File: config.mk
export PLATFORM = sky130hd
export DESIGN_NAME = ten_bit_adder
export DESIGN_NICKNAME = d
export VERILOG_FILES = /design/src/rtl/ten_bit_adder.sv
export SDC_FILE = /design/constraint.sdc
export NUM_CORES = 1
export LEC_CHECK = 0
export ABC_CLOCK_PERIOD_IN_PS = 1000
export CORE_MARGIN = 2
export CORE_UTILIZATION = 40
export DETAILED_ROUTE_END_ITERATION = 16
export PLACE_DENSITY = 0.85
export SKIP_LAST_GASP = 1
export SLEW_MARGIN = 20
export SYNTH_ARGS = -nofsm -noshare
export SYNTH_HDL_FRONTEND = slang
export SYNTH_SLANG_ARGS = --single-unit
File: constraint.sdc
create_clock -name clk -period 1 [get_ports clk]
set_input_delay 0.1 -clock clk [delete_from_list [all_inputs] [get_ports clk]]
set_output_delay 0.1 -clock clk [all_outputs]
set_load 0.005 [all_outputs]
File: src/rtl/ten_bit_adder.sv
// rtl/ten_bit_adder.sv - 10-bit registered ripple-carry add/subtract unit, MSB at bit 0.
// Optional TEN_BIT_ADDER_SAT_EN clamps overflowing adds to 1023 and underflowing subtracts to 0.
module ten_bit_adder (
  input  logic       clk,
  input  logic       rst_n,
  input  logic       in_valid,
  input  logic       op_sub,
  input  logic [0:9] a,
  input  logic [0:9] b,
  output logic [0:9] result,
  output logic       carry_out,
  output logic       out_valid
);

  // Returns {carry out of bit 0, sum[0:9]}; the chain starts at bit 9 (LSB).
  function automatic logic [0:10] ripple_chain(input logic [0:9] x, input logic [0:9] y,
                                               input logic cin);
    logic [0:10] r;
    logic        c;
    r = '0;
    c = cin;
    for (int i = 9; i >= 0; i--) begin
      r[i+1] = x[i] ^ y[i] ^ c;
      c      = (x[i] & y[i]) | (c & (x[i] ^ y[i]));
    end
    r[0] = c;
    return r;
  endfunction

  logic [0:9]  b_eff;
  logic [0:10] chain;
  logic        flag_d;
  logic [0:9]  result_d;
  logic [0:9]  result_q;
  logic        carry_q;
  logic        valid_q;

  always_comb begin
    b_eff    = op_sub ? ~b : b;
    chain    = ripple_chain(a, b_eff, op_sub);
    // A subtract borrows exactly when the two's-complement chain produces no carry.
    flag_d   = op_sub ? ~chain[0] : chain[0];
    result_d = chain[1:10];
`ifdef TEN_BIT_ADDER_SAT_EN
    if (flag_d) begin
      result_d = op_sub ? 10'd0 : 10'd1023;
    end
`else
`endif
  end

  always_ff @(posedge clk or negedge rst_n) begin
    if (!rst_n) begin
      result_q <= '0;
      carry_q  <= 1'b0;
      valid_q  <= 1'b0;
    end else begin
      valid_q <= in_valid;
      if (in_valid) begin
        result_q <= result_d;
        carry_q  <= flag_d;
      end
    end
  end

  assign result    = result_q;
  assign carry_out = carry_q;
  assign out_valid = valid_q;

endmodule

==> run_results.csv <==
group,metric,value,unit
critical_path,worst_path_most_repeated_cell,"fa_2",
cells_and_area,layout_common_cells,"inv_1, clkdlybuf4s50_1, dfrtp_1, buf_4, clkdlybuf4s15_1",
floorplan,std_cell_rows,16,
floorplan,ios,36,
global_routing,grt_pass1_wl,2770,um
timing,min_period_over_period,368,%
critical_path,path_max_fanout,1,
drt,drc,0,
yosys,yosys_warnings,0,
timing,setup_violations,9,
yosys,synthCells,65,
floorplan,start_util,41.4,%
global_routing,antenna_found_initial,0,
timing,min_period,3680,ps
timing,slew_violations,0,
drt,routed_via_density,4.22,
outcome,status,"finished, violations left",
global_routing,grt_pass1_vias,663,
timing,slew_headroom,84.4,%
floorplan,dieArea,2340,um2
drt,first_pass_iters,2,
yosys,ys_seq_area_share,38.2,%
floorplan,die_w,48.4,um
global_routing,track_usage,15.6,%
drt,routed-via-count,591,
placed_design,post-dp-hpwl,1400,um
global_routing,gr-total-overflow,0,
power_and_ir_drop,leakage,0.627,nW
drt,postRouteWirelength,1640,um
cells_and_area,finalInstanceArea,1310,um2
clock_network,cts_buffers,3,
critical_path,arrival,3850,ps
timing,fmax,0.272,GHz
flow_run,drv_cap,0,
critical_path,crit_type,"primary input to flip-flop",
floorplan,design.core.area,1900,um2
placed_design,gp_congestion,0.750,
power_and_ir_drop,ir_drop,0.644,mV
yosys,ys_types,10,
yosys,syn_area_per_cell,12.1,um2
min_path,hold_path.class,"primary input to asynchronous set/reset pin",
clock_network,cts.sinks,12,
critical_path,slowest_stage,"fa_2",
clock_network,cts_root_buf,"clkbuf_4",
critical_path,crit_family,"adder cells",
clock_network,clock_latency,280,ps
clock_network,clockBufferDepth,2,
power_and_ir_drop,power,1.86,mW
cells_and_area,num_antenna_cells,0,
drt,ant_nets,0,
power_and_ir_drop,powerDensity,1420,nW/um2
clock_network,cts_tree,"yes",
drt,wl_per_cell,11.7,um
drt,dr.first_iter.drc_count,4,
timing,grt_setup_unrepaired,"true",
yosys,syn_area,787,um2
floorplan,die_y,48.4,um
timing,worst-slew-pin-transition,232,ps
global_routing,grt_max_degree,13,
clock_network,path_clk_slew,70,ps
cells_and_area,n_fill_cell,134,
placed_design,placed_cell_area,1240,um2
clock_network,cts.htree.levels,1,
yosys,syn-num-nets,98,
timing,skew,0,ps
cells_and_area,layout-drive-gt1-share,31.0,%
critical_path,path_buf_inv,1,
critical_path,required,1170,ps
critical_path,critPathCaptureType,"flip-flop",
critical_path,max_stage_delay,360,ps
yosys,ys_seq_elements,12,
cells_and_area,nets,148,
cells_and_area,syn_to_final_growth,66.3,%
outcome,violations,"negative setup slack",
timing,fin_ws,-2680,ps
critical_path,cp-start-kind,"primary input",
placed_design,portBuffers,35,
critical_path,crit_chain,"buf_8 > xnor2_4 > fa_2 > fa_2 > fa_2 > fa_2 > fa_2 > fa_2 > fa_2 > fa_2 > fa_2 > xnor2_1 > mux2_2",
timing,hold_violations,0,
metrics by stage:
step / worst slack (ps) / setup TNS, ps / hold slack (ps) / instances / util [%]
global route: -2780 / -13900 / 148 / 140 / 68.8
detailed placement: -3500 / -21410 / 424 / 131 / 65.1
floorplan: -2920 / -15750 / -196 / 65 / -
CTS: -2700 / -13530 / 136 / 138 / 67.6
global placement: -3430 / -20840 / 418 / 131 / 65.1
finish: -2680 / -13390 / 126 / 140 / 68.8
power by group:
group          total [mW]  internal [mW]  leakage [nW]  switching (mW)
registers           0.696          0.624         0.139          0.0722
logic               0.867          0.541         0.475           0.326
clock network       0.295          0.140        0.0138           0.155
synthesized netlist by cell type:
| cell type | number | share of area (%) |
|---|---|---|
| fa_1 | 9 | 23 |
| inv_1 | 18 | 8.6 |
| dfrtp_1 | 12 | 38 |
| nor2_1 | 1 | 0.48 |
| xnor2_1 | 11 | 12 |
| buf_6 | 1 | 1.4 |
| buf_4 | 1 | 0.95 |
| mux2_2 | 1 | 1.4 |
| mux2i_1 | 10 | 13 |
| a21oi_2 | 1 | 1.1 |
state kept, by name, summed over array words and instances, names as in the netlist:
register   flops
out_valid      1
carry_out      1
result        10
worst register-to-register path, stage by stage, from the launching register on:
cell	delay [ps]
dfrtp_1	380
buf_4	130
buf_4	120
inv_1	50
mux2i_1	50
layer usage:
layer	vias up	wire [um]	global-route usage, %
li1	286	-	-
met1	278	629	16.9
met2	20	901	28.2
met3	7	51	1.85
met4	0	55	11.0
met5	-	0	0
kinds of logic after synthesis:
group / synth area share [%]
buf+inv: 11.0
mux: 14.1
flops: 38.2
simple gates: 0.476
xor+xnor: 12.2
compound gates: 1.11
fa+ha+maj: 22.9
area by class of cell:
type	instances	area [um2]	share of cell area (%)
Sequential cell	12	300	22.9
Inverter	18	67.6	5.16
Clock buffer	3	22.5	1.72
Tap cell	27	33.8	2.58
Multi-Input combinational cell	33	449	34.3
Timing Repair Buffer	47	435	33.3
final timing paths:
kind,startpoint,to,slack (ps),cells past startpoint
min in group clk,b[9],result[9],210,4
worst max-delay path,b[8],carry_out,-2680,13
worst min-delay path,rst_n,result[2],130,2
worst min register to register,result[9],result[9],510,2
max in group asynchronous,rst_n,result[9],710,2
worst max register to register,result[4],result[4],140,4
repair_timing:
item                                    CTS  global route
pin swaps                                 1             0
buffers inserted                          4             2
endpoints found under the setup margin   22            13
hold buffers                              0             0
resized for setup                        48             6
Note: power is estimated with default switching activity, not from simulation.
